File: config.mk
export PLATFORM = sky130hd
export DESIGN_NAME = nms_stream_pipe_flat
export DESIGN_NICKNAME = d
export VERILOG_FILES = /design/src/rtl/nms_stream_pipe_if.sv /design/src/rtl/nms_stream_pipe.sv /design/src/flat_wrapper.sv
export SDC_FILE = /design/constraint.sdc
export NUM_CORES = 1
export LEC_CHECK = 0
export ABC_AREA = 1
export BUFFER_PORTS_ARGS = -buffer_cell sky130_fd_sc_hd__buf_2
export CORE_MARGIN = 5
export CORE_UTILIZATION = 50
export DETAILED_ROUTE_END_ITERATION = 12
export PLACE_DENSITY = 0.81
export SLEW_MARGIN = 40
export SYNTH_ARGS = -nofsm -noshare
export SYNTH_HDL_FRONTEND = slang
export SYNTH_SLANG_ARGS = --single-unit
File: constraint.sdc
create_clock -name clk -period 4 [get_ports clk]
set_clock_uncertainty 0.1 [all_clocks]
set_input_delay 1.2 -clock clk [delete_from_list [all_inputs] [get_ports clk]]
set_output_delay 1.2 -clock clk [all_outputs]
set_load 0.03 [all_outputs]
File: src/rtl/nms_stream_pipe_if.sv
// nms_stream_pipe_if
//   Stream bundle for the non-maximum suppression stage.
//   Input side : in_valid / in_ready handshake, 3x3 window in_mag, centre in_dir.
//   Output side: out_valid / out_ready handshake, thinned out_mag, aligned out_dir.
//   Modports:
//     master - the producer/consumer environment around the stage
//     slave  - the stage itself
interface nms_stream_pipe_if #(
  parameter int MAG_W = 11,
  parameter int DIR_W = 2
);
  logic               in_valid;
  logic               in_ready;
  logic [9*MAG_W-1:0] in_mag;
  logic [DIR_W-1:0]   in_dir;
  logic               out_valid;
  logic               out_ready;
  logic [MAG_W-1:0]   out_mag;
  logic [DIR_W-1:0]   out_dir;

  modport master (
    output in_valid, in_mag, in_dir, out_ready,
    input  in_ready, out_valid, out_mag, out_dir
  );

  modport slave (
    input  in_valid, in_mag, in_dir, out_ready,
    output in_ready, out_valid, out_mag, out_dir
  );
endinterface

File: src/rtl/nms_stream_pipe.sv
// nms_stream_pipe
//   Streaming non-maximum suppression for the edge detector. Each beat carries a
//   3x3 gradient-magnitude window and the direction of the centre pixel; the
//   stage outputs the centre magnitude if it is a local maximum along that
//   direction, otherwise 0, with the direction kept in the same beat.
//   Three registered stages (capture, decide, output) with full valid/ready
//   backpressure; bubbles collapse.
// Ports
//   clk         clock, rising edge
//   rstN        synchronous active-low reset
//   s           stream bundle (nms_stream_pipe_if.slave)
//   clear_cnt   synchronous clear of supp_count (wins over an increment)
//   supp_count  saturating count of suppressed beats
//   thr_lo/thr_hi/edge_cls  only with NMS_HYST_EN: weak/strong classification
// Configuration macro: NMS_HYST_EN
module nms_stream_pipe #(
  parameter int MAG_W    = 11,
  parameter int DIR_W    = 2,
  parameter int CNT_W    = 20,
  parameter int TIE_MODE = 0
) (
  input  logic             clk,
  input  logic             rstN,
  nms_stream_pipe_if.slave s,
  input  logic             clear_cnt,
  output logic [CNT_W-1:0] supp_count
`ifdef NMS_HYST_EN
  ,
  input  logic [MAG_W-1:0] thr_lo,
  input  logic [MAG_W-1:0] thr_hi,
  output logic [1:0]       edge_cls
`endif
);

  logic               s1Valid_q;
  logic [9*MAG_W-1:0] s1Mag_q;
  logic [DIR_W-1:0]   s1Dir_q;

  logic               s2Valid_q;
  logic [MAG_W-1:0]   s2Mag_q;
  logic [DIR_W-1:0]   s2Dir_q;
  logic               s2Supp_q;

  logic               s3Valid_q;
  logic [MAG_W-1:0]   s3Mag_q;
  logic [DIR_W-1:0]   s3Dir_q;

  logic [CNT_W-1:0]   suppCnt_q;
  logic [CNT_W-1:0]   suppCnt_d;

  logic [MAG_W-1:0]   s2Mag_d;
  logic               s2Supp_d;

  logic [MAG_W-1:0]   pix [9];
  logic [MAG_W-1:0]   nbrA;
  logic [MAG_W-1:0]   nbrB;
  logic               keepCentre;

  logic               adv1;
  logic               adv2;
  logic               adv3;

`ifdef NMS_HYST_EN
  logic [1:0]         s2Cls_d;
  logic [1:0]         s2Cls_q;
  logic [1:0]         s3Cls_q;
`endif

  // A stage moves when it is empty or the stage after it moves.
  assign adv3 = !s3Valid_q || s.out_ready;
  assign adv2 = !s2Valid_q || adv3;
  assign adv1 = !s1Valid_q || adv2;

  assign s.in_ready  = adv1;
  assign s.out_valid = s3Valid_q;
  assign s.out_mag   = s3Mag_q;
  assign s.out_dir   = s3Dir_q;
  assign supp_count  = suppCnt_q;

  // Neighbour pair chosen by the low two direction bits only; wider direction
  // codes are carried through untouched.
  always_comb begin
    for (int i = 0; i < 9; i++) begin
      pix[i] = s1Mag_q[i*MAG_W +: MAG_W];
    end
    nbrA = pix[3];
    nbrB = pix[5];
    case (s1Dir_q[1:0])
      2'd1: begin nbrA = pix[1]; nbrB = pix[7]; end
      2'd2: begin nbrA = pix[2]; nbrB = pix[6]; end
      2'd3: begin nbrA = pix[0]; nbrB = pix[8]; end
      default: ;
    endcase
    if (TIE_MODE != 0) begin
      keepCentre = (pix[4] > nbrA) && (pix[4] >= nbrB);
    end else begin
      keepCentre = (pix[4] >= nbrA) && (pix[4] >= nbrB);
    end
    // A zero centre already outputs 0, so it never counts as suppressed.
    s2Supp_d = (pix[4] != '0) && !keepCentre;
    s2Mag_d  = s2Supp_d ? '0 : pix[4];
  end

`ifdef NMS_HYST_EN
  always_comb begin
    s2Cls_d = 2'd0;
    if (!s2Supp_d) begin
      if (s2Mag_d >= thr_hi) begin
        s2Cls_d = 2'd2;
      end else if (s2Mag_d >= thr_lo) begin
        s2Cls_d = 2'd1;
      end
    end
  end
  assign edge_cls = s3Cls_q;
`endif

  // Count a suppressed beat as it enters the output register.
  always_comb begin
    suppCnt_d = suppCnt_q;
    if (clear_cnt) begin
      suppCnt_d = '0;
    end else if (adv3 && s2Valid_q && s2Supp_q && !(&suppCnt_q)) begin
      suppCnt_d = suppCnt_q + CNT_W'(1);
    end
  end

  always_ff @(posedge clk) begin
    if (!rstN) begin
      s1Valid_q <= 1'b0;
      s1Mag_q   <= '0;
      s1Dir_q   <= '0;
      s2Valid_q <= 1'b0;
      s2Mag_q   <= '0;
      s2Dir_q   <= '0;
      s2Supp_q  <= 1'b0;
      s3Valid_q <= 1'b0;
      s3Mag_q   <= '0;
      s3Dir_q   <= '0;
      suppCnt_q <= '0;
`ifdef NMS_HYST_EN
      s2Cls_q   <= 2'd0;
      s3Cls_q   <= 2'd0;
`endif
    end else begin
      suppCnt_q <= suppCnt_d;
      if (adv1) begin
        s1Valid_q <= s.in_valid;
        if (s.in_valid) begin
          s1Mag_q <= s.in_mag;
          s1Dir_q <= s.in_dir;
        end
      end
      if (adv2) begin
        s2Valid_q <= s1Valid_q;
        if (s1Valid_q) begin
          s2Mag_q  <= s2Mag_d;
          s2Dir_q  <= s1Dir_q;
          s2Supp_q <= s2Supp_d;
`ifdef NMS_HYST_EN
          s2Cls_q  <= s2Cls_d;
`endif
        end
      end
      // Output data only changes on an advance, so it holds during a stall.
      if (adv3) begin
        s3Valid_q <= s2Valid_q;
        if (s2Valid_q) begin
          s3Mag_q <= s2Mag_q;
          s3Dir_q <= s2Dir_q;
`ifdef NMS_HYST_EN
          s3Cls_q <= s2Cls_q;
`endif
        end
      end
    end
  end

endmodule

File: src/flat_wrapper.sv
// flat-port wrapper written by rule: the top's interface ports become plain ports
module nms_stream_pipe_flat 
#(
  parameter int MAG_W    = 11,
  parameter int DIR_W    = 2,
  parameter int CNT_W    = 20,
  parameter int TIE_MODE = 0
)
  (clk, rstN, clear_cnt, supp_count, s_in_valid, s_in_mag, s_in_dir, s_out_ready, s_in_ready, s_out_valid, s_out_mag, s_out_dir);
  nms_stream_pipe_if #(.MAG_W(MAG_W), .DIR_W(DIR_W)) s_i ();
  input  logic clk;
  input  logic rstN;
  input  logic clear_cnt;
  output logic [CNT_W-1:0] supp_count;
  input wire logic [$bits(s_i.in_valid)-1:0] s_in_valid;
  input wire logic [$bits(s_i.in_mag)-1:0] s_in_mag;
  input wire logic [$bits(s_i.in_dir)-1:0] s_in_dir;
  input wire logic [$bits(s_i.out_ready)-1:0] s_out_ready;
  output wire logic [$bits(s_i.in_ready)-1:0] s_in_ready;
  output wire logic [$bits(s_i.out_valid)-1:0] s_out_valid;
  output wire logic [$bits(s_i.out_mag)-1:0] s_out_mag;
  output wire logic [$bits(s_i.out_dir)-1:0] s_out_dir;
  assign s_i.in_valid = s_in_valid;
  assign s_i.in_mag = s_in_mag;
  assign s_i.in_dir = s_in_dir;
  assign s_i.out_ready = s_out_ready;
  assign s_in_ready = s_i.in_ready;
  assign s_out_valid = s_i.out_valid;
  assign s_out_mag = s_i.out_mag;
  assign s_out_dir = s_i.out_dir;
  nms_stream_pipe #(.MAG_W(MAG_W), .DIR_W(DIR_W), .CNT_W(CNT_W), .TIE_MODE(TIE_MODE)) u_core (.clk(clk), .rstN(rstN), .s(s_i), .clear_cnt(clear_cnt), .supp_count(supp_count));
endmodule
# Yosys cells after proc, flatten, opt, wreduce, memory -nomap -nowiden
# Index checks and enable logic that the tools add are counted.
# word_totals
register_bits	151
in_bits	106
output_inout_bits	35
wordCells	40
# op_classes
addsub	1
order_cmp	2
eq_ne	3
muxes	3
n_bitwise	1
reduce_logical	19
# op_table
op	count
case mux 11 bit (3 select lines)	2
greater-or-equal comparator 11 bit	2
adder 20 x 1 -> 20 bit (second input constant)	1
AND reduction 20 bit	1
2-to-1 mux 11 bit	1
nonzero test 11 bit	1
AND reduction 2 bit	3
logical AND 1 bit	5
zero test 1 bit	5
== test 2 bit (second input constant)	2
logical OR 1 bit	3
== test 2 x 1 -> 1 bit (second input constant)	1
OR reduction 2 bit	1
NOT 1 bit	1

# Longest topological paths before layout
# Gate-level depths: netlist of the first run.
# depth
word_depth	7
mapped_depth	18

# Least setup slack after synthesis of the first run
# Ideal clock, no wire load.
# synth_timing
path_kind	input to output
start	in s_out_ready
end	out s_in_ready
t_arrival_ns	1.599
required_ns	2.700
path_slack_ns	1.101
cell_stages	2
n_path_buf	0
path_cell_list	inv_1 > nand4_1
# synth_between
elab_chain_cells	3
# synth_lines
item	line_no	source
start: declaration	flat_wrapper.sv:18	input wire logic [$bits(s_i.out_ready)-1:0] s_out_ready;
logical OR 1 bit	nms_stream_pipe.sv:70	assign adv3 = !s3Valid_q || s.out_ready;
logical OR 1 bit	nms_stream_pipe.sv:71	assign adv2 = !s2Valid_q || adv3;
logical OR 1 bit	nms_stream_pipe.sv:72	assign adv1 = !s1Valid_q || adv2;
end: declaration	flat_wrapper.sv:19	output wire logic [$bits(s_i.in_ready)-1:0] s_in_ready;
# Every way passes these cells.

# Final worst setup path of the first run
# Same ends and word-level chain as after synthesis.

==> results of run 1 <==
## sequential cells by signal (all words and copies together) (netlist names)
| name | flops |
|---|---|
| u_core.s.out_dir | 2 |
| u_core.s.out_mag | 11 |
| u_core.s.out_valid | 1 |
| u_core.s1Dir_q | 2 |
| u_core.s1Mag_q | 99 |
| u_core.s1Valid_q | 1 |
| u_core.s2Dir_q | 2 |
| u_core.s2Mag_q | 11 |
| u_core.s2Supp_q | 1 |
| u_core.s2Valid_q | 1 |
| u_core.supp_count | 20 |
## final timing paths
kind                startpoint                  end  slack, ps  cells past startpoint
max                s_out_ready           s_in_ready        950                      4
min          u_core.s2Mag_q[7]  u_core.s.out_mag[7]        350                      2
max reg2reg  u_core.s1Dir_q[0]      u_core.s2Supp_q       1020                     16
min reg2reg  u_core.s2Mag_q[7]  u_core.s.out_mag[7]        350                      2
## power by group
| group | internal [mW] | switching, mW |
|---|---|---|
| Combinational | 0.175 | 0.279 |
| Clock | 0.806 | 0.662 |
| Sequential | 1.59 | 0.0544 |
## worst max-delay path: cells and delay by family
kind	cells	cell delay, ps
buf+inv	3	410
simple gates	1	150
## per-stage QoR
stage                     hold slack [ps]  instance area [um^2]
after floorplan                       330                  6790
after global placement                342                  7550
after detailed placement              346                  7550
after CTS                             356                  8090
after global routing                  371                  8090
final                                 351                  8090
## cells in the final DEF (no fill, tap or decap), types with 6 or more instances in the layout
master and instances:
nor2_1 248, dfxtp_1 151, o21ai_0 144, buf_2 140, nand2_1 125, a21oi_1 55
inv_1 49, ha_1 23, a221oi_1 21, clkbuf_16 17, nand3_1 14, nand4_1 11
a22o_1 9, inv_6 6
## metal layers
layer | wire, um | part of all wire | vias up
met5 | 0 | 0 | -
met3 | 1050 | 0.062 | 23
met1 | 7580 | 0.45 | 2844
met2 | 8120 | 0.48 | 176
li1 | - | - | 3328
met4 | 242 | 0.014 | 0
## kinds of logic (layout without fill, tap and decap cells)
family	Yosys count	in the layout
buf+inv	106	231
flops	151	151
compound gates	239	239
fa+ha+maj	23	23
simple gates	414	414
xor+xnor	5	5
## area by class of cell
type	count	area share
multi-input cells	681	0.414
flip-flops and latches	151	0.374
repair buffers	146	0.0937
clock buffers	18	0.0530
well taps	176	0.0272
inverters	53	0.0246
clock inverters	14	0.0141
==> results.md, run 1 <==
- Count leader, synth: nor2_1
- CTS tree: yes
- Sequential fraction of the synthesis area: 0.445
- Full die area: 16000 um^2
- IO Count: between 100 and 150
- Peak supply drop: roughly 340 uV
- Initial Util: 0.511
- Max cap viols: 0
- Fin util: 0.609
- Ys flop type: dfxtp_1
- #FFs+latches synth: around 150
- Crit Path Category: input port to output pin
- Simple-gate portion of the synthesized area: 0.247
- Post-synth ARST share: 0
- First-pass GRT wire length: 27.6 mm
- Post-synth top cells: 248 x nor2_1, 151 x dfxtp_1, 144 x o21ai_0, 126 x nand2_1, 55 x a21oi_1
- Pwr dens: approximately 440 nW/um^2
- Inserted Diodes: 0
- RD Place Congestion: around 0.8
- Pre-CTS WS: about 670 ps
- DP Cell Count: 1207
- CP most frequent cell: buf_2
- Area contributors post-synth: dfxtp_1 45%, nor2_1 14%, o21ai_0 11%
- Met1 usage: 0.268
- Vias in the first global route: between 5000 and 6000
- Root Driver: clkbuf_16
- Setup-failing EPs final: 0
- Achievable frequency: roughly 0.33 GHz
- WL final: around 17 mm
- Xor-xnor portion of the synthesized cell area: 0.00645
- Syn Area/Cell: 7.24 um^2
- Syn Nets: about 1100
- Sequential Area: roughly 3000 um^2
- DR iter-0 viols: a little over 400
- Die Width: 127 um
- EDFF count, synth: 0
- Top cell type by total area after synthesis: dfxtp_1
- Pin count of the biggest net entering global routing: 96
- Unrepaired setup endpoints after global routing: no
- Ratio of cells with drive above 1 in the final layout: 0.184
- Clk Latency, worst-skew pair: about 430 ps
- Hold Crit Class: flop to flop
- Final Hold Fails: 0
- GR peak layer: met2
- Share of the synthesized area in the top cell type: 0.445
- Mux cell area share after synthesis: 0
- Measured slew at the worst slew-check pin: around 780 ps
- Setup Buffers After CTS: 0
- Final slew viol count: 0
- Area Growth Syn to Fin: 19.1%
- Core box area: 13300 um^2
- Tot Pwr: 3.57 mW
- Total Routing Usage GR: 0.213
- ANT nets after route: 0
- Grt total ovfl: 0
- Period utilisation layout: 0.764
- HPWL Detailed: around 12 mm
- Setup TNS: 0 ps
- Main combinational cell family by area after synthesis: simple AND/OR/NAND/NOR gates
- Reg clk slew, reported paths: roughly 60 ps
- Cell count after synthesis: 938
- Cell Rows: 42
- Die Y-Extent: 127 um
- Routed vias/inst: roughly 5.1
- Arr. time, crit path: 1750 ps
- Non-filler cells, final: about 1200
- Nets@finish: about 1200
- Worst setup EP type: output pin
- Max clock buf depth: 2
- Yosys warning total: 0
- Worst Path Max Fanout: 3
- Yosys cell types: 35
- Headroom to the max-slew limit: 0.477
- # DRC: 0
- Met3 Usage GRT: 0.0530
- Post-CTS sizing: 0
- Clk sinks: around 150
- Multi-input gate area: approximately 3300 um^2
- Post-Synth Adder-Cell Area: 0.0424
- Final Worst Setup Slack: 945 ps
- PortBufs: between 100 and 150
- Final min period: roughly 3100 ps
- Critical Path, Cell by Cell: buf_2, inv_1, nand4_1, buf_2
- Mapped Area: ~6800 um^2
- Via count: roughly 6400
- Wirelength per Cell: approximately 14 um
- Post-synthesis compound-gate area fraction: 0.197
- Met2 Usage GRT: 0.359
- Critical path's slowest cell: buf_2
- Status: finished clean
- Antenna violations before repair: 0
- WP data required: between 2000 and 3000 ps
- Num CTS Buffers: 17
- Final-layout fill cell count: between 1000 and 1500
- Leakage: 3.64 nW
- DR pass1 iterations: 7
- Worst Setup Start Kind: input port
- H-tree levels: 4
- Hold-fix buffers at CTS: 0
- Slowest stage delay, CP: 230 ps
Note: power is estimated with default switching activity, not from simulation.
==> run 2, diff against run 1 <==
Settings changed: ABC_AREA 1 to 0.
Clock period 4 ns to 2.99 ns, I/O delays scaled along.
==> run 2 against run 1 <==
- flip-flop and latch count is the same
- die area grew 3.6%
- power grew 28%
- global-route usage shrank 1.4 points
- worst setup slack lost 550 ps
- non-clock buffer count grew 5
- first-iteration DRC count shrank 25%
- final cell count shrank 11%
==> results.md, run 2 <==
- Status: finished clean
- Total Routing Usage GR: 0.199 (-0.0135)
- # DRC: 0 (unchanged)
- Cell Rows: 43 (+2.4%)
- Final min period: roughly 2600 ps
- Area contributors post-synth: dfxtp_1 43%, nand2_1 13%, a21boi_0 13%
- Sequential fraction of the synthesis area: 0.428 (-0.0169)
- Leakage: 3.41 nW (-6.4%)
- First-pass GRT wire length: 26.4 mm (-4.2%)
- Routed vias/inst: 5.19 (+0.99%)
- Antenna violations before repair: 0 (unchanged)
- Mapped Area: 7060 um^2 (+3.9%)
- WHS Path Cells: 2 (unchanged)
- Hold Crit Endpoint: u_core.s.out_mag[4]
- Core box area: 13900 um^2 (+4.4%)
- Period utilisation layout: 0.867
- Setup TNS: 0 ps (unchanged)
- Max cap viols: 0 (unchanged)
- Num CTS Buffers: 17 (unchanged)
- Ys flop type: dfxtp_1
- Pre-CTS WS: 259 ps (-412 ps)
- Pwr dens: 544 nW/um^2 (+23%)
- DP Cell Count: 1070 (-11%)
- Vias in the first global route: 5599 (-4.5%)
- Reg clk slew, reported paths: 60 ps (about the same)
- Achievable frequency: 0.386 GHz
- Measured slew at the worst slew-check pin: 535 ps (-248 ps)
- Full die area: 16600 um^2 (+3.6%)
- Final slew viol count: 0 (unchanged)
- Post-synth ARST share: 0 (unchanged)
- WL final: 15.9 mm (-6.4%)
- Grt total ovfl: 0 (unchanged)
- Post-synth top cells: 252 x nand2_1, 151 x dfxtp_1, 118 x a21boi_0, 34 x clkbuf_1, 27 x inv_1
- Max reg flops: 99 (unchanged)
- Design area: 8410 um^2 (+4.0%)
- Register name with the most flops: u_core.s1Mag_q
- Cell count after synthesis: 794 (-15%)
- Wirelength per Cell: 14.5 um (+5.5%)
- Hold Crit Class: flop to flop
- PortBufs: 140 (unchanged)
- Syn Nets: 923 (-13%)
- Non-filler cells, final: 1099 (-11%)
- Reg2reg setup slack: 400 ps (-620 ps)
- Final Worst Setup Slack: 399 ps (-546 ps)
- RD Place Congestion: 0.825 (+3.4%)
- Arr. time, crit path: 2780 ps (+1030 ps)
- Unrepaired setup endpoints after global routing: no
- Pin count of the biggest net entering global routing: 135 (+41%)
- CTS tree: yes
- Headroom to the max-slew limit: 0.643 (+0.166)
- Via count: 5707 (-10%)
- Share of the synthesized area in the top cell type: 0.428 (-0.0169)
- ANT nets after route: 0 (unchanged)
- Count leader, synth: nand2_1
- #FFs+latches synth: 151 (unchanged)
- IO Count: 141 (unchanged)
- Syn Area/Cell: 8.89 um^2 (+23%)
- Tot Pwr: 4.58 mW (+28%)
- Nets@finish: 1038 (-12%)
- Worst Setup Start Kind: flop
- Yosys cell types: 45 (+29%)
- H-tree levels: 4 (unchanged)
- Yosys warning total: 0 (unchanged)
- Max clock buf depth: 2 (unchanged)
- Inserted Diodes: 0 (unchanged)
- Area Growth Syn to Fin: 19.2% (about the same)
- Most frequent cells in the layout: 251 x nand2_1, 150 x dfxtp_1, 139 x buf_2
- Setup-failing EPs final: 0 (unchanged)
- Initial Util: 0.509 (-0.00226)
- Dpl cell area: 7880 um^2 (+4.4%)
- Top cell type by total area after synthesis: dfxtp_1
- Worst r2r dst: u_core.s2Mag_q[3]
- Hold_sp: u_core.s.out_mag[4]
- Worst-case reg-to-reg path depth: 9 (-7)
- Final Hold Fails: 0 (unchanged)
- Die Width: 129 um (+1.8%)
- Ratio of cells with drive above 1 in the final layout: 0.246 (+0.0615)
- Most common cell after layout, fill and taps aside: nand2_1
- Clk Latency, worst-skew pair: 420 ps (about the same)
- DR pass1 iterations: 4 (-3)
- DR iter-0 viols: 311 (-25%)
- Worst setup EP type: flop
- WP data required: 3180 ps (+480 ps)
- Peak supply drop: 374 uV (+9.5%)
- Crit Path Category: flop to flop
- HPWL Detailed: 11.5 mm (-4.1%)
- EDFF count, synth: 0 (unchanged)
- Worst Path Max Fanout: 15 (+12)
- Root Driver: clkbuf_16
- Clk sinks: 151 (unchanged)
- Reg2Reg Launch Point: u_core.s1Dir_q[1]
- Die Y-Extent: 129 um (+1.8%)
[run 2: worst max path at each step]
stage                            from                 to  slack [ps]  depth (start not counted)
floorplan           u_core.s1Dir_q[1]  u_core.s2Mag_q[7]          30                         11
global placement    u_core.s1Dir_q[1]  u_core.s2Mag_q[3]         310                          8
detailed placement  u_core.s1Dir_q[1]  u_core.s2Mag_q[3]         260                          8
CTS                 u_core.s1Dir_q[1]  u_core.s2Mag_q[3]         240                          8
global route        u_core.s1Dir_q[1]  u_core.s2Mag_q[7]         160                          9
finish              u_core.s1Dir_q[1]  u_core.s2Mag_q[3]         400                          9
[run 2: cell families after synthesis]
kind of cell	Yosys count	share of synthesized area
AND/OR/NAND/NOR	325	0.200
AO/OA/AOI/OAI	162	0.169
flip-flops	151	0.428
buffers and inverters	82	0.0523
multiplexers	33	0.0875
adder cells (fa/ha/maj)	23	0.0408
XOR/XNOR	18	0.0223
[run 2: final cells by class]
cell class | instances | area, um^2
inverter | 27 | 101
sequential | 151 | 3020
timing repair buffer | 151 | 836
tap | 180 | 225
clock buffer | 20 | 457
clock inverter | 9 | 78.8
multi-input combinational | 561 | 3690
fill | 1190 | 5470
[run 2: worst max-delay path: stages (launching register included)]
cell and delay, ps:
dfxtp_2 320, buf_4 270, mux4_2 530, inv_1 70, ha_1 240, a21oi_1 160, a21oi_1 80, o211ai_1 180
a32o_2 350, o21ai_0 140
[run 2: per-layer routing]
metal | track usage | wire [um]
met5 | 0 | 0
met4 | 0.0778 | 291
met3 | 0.0386 | 835
met2 | 0.324 | 7650
met1 | 0.263 | 7120
[run 2: stage by stage]
| stage | hold slack [ps] | util |
|---|---|---|
| final | 357 | 0.606 |
| after floorplan | 337 | - |
| after global routing | 384 | 0.606 |
| after CTS | 362 | 0.606 |
| after global placement | 350 | 0.568 |
| after detailed placement | 354 | 0.568 |
[run 2: report_power, final]
part	switching, mW	total (mW)	internal [mW]
Clock	0.788	1.96	1.17
Combinational	0.239	0.464	0.225
Sequential	0.0638	2.16	2.10
Total	1.09	4.58	3.49
[run 2: what timing repair did]
action,4_1_cts,5_1_grt
setup endpoints to repair,0,1
buffers inserted,0,0
resized for setup,0,1
hold buffers,0,0
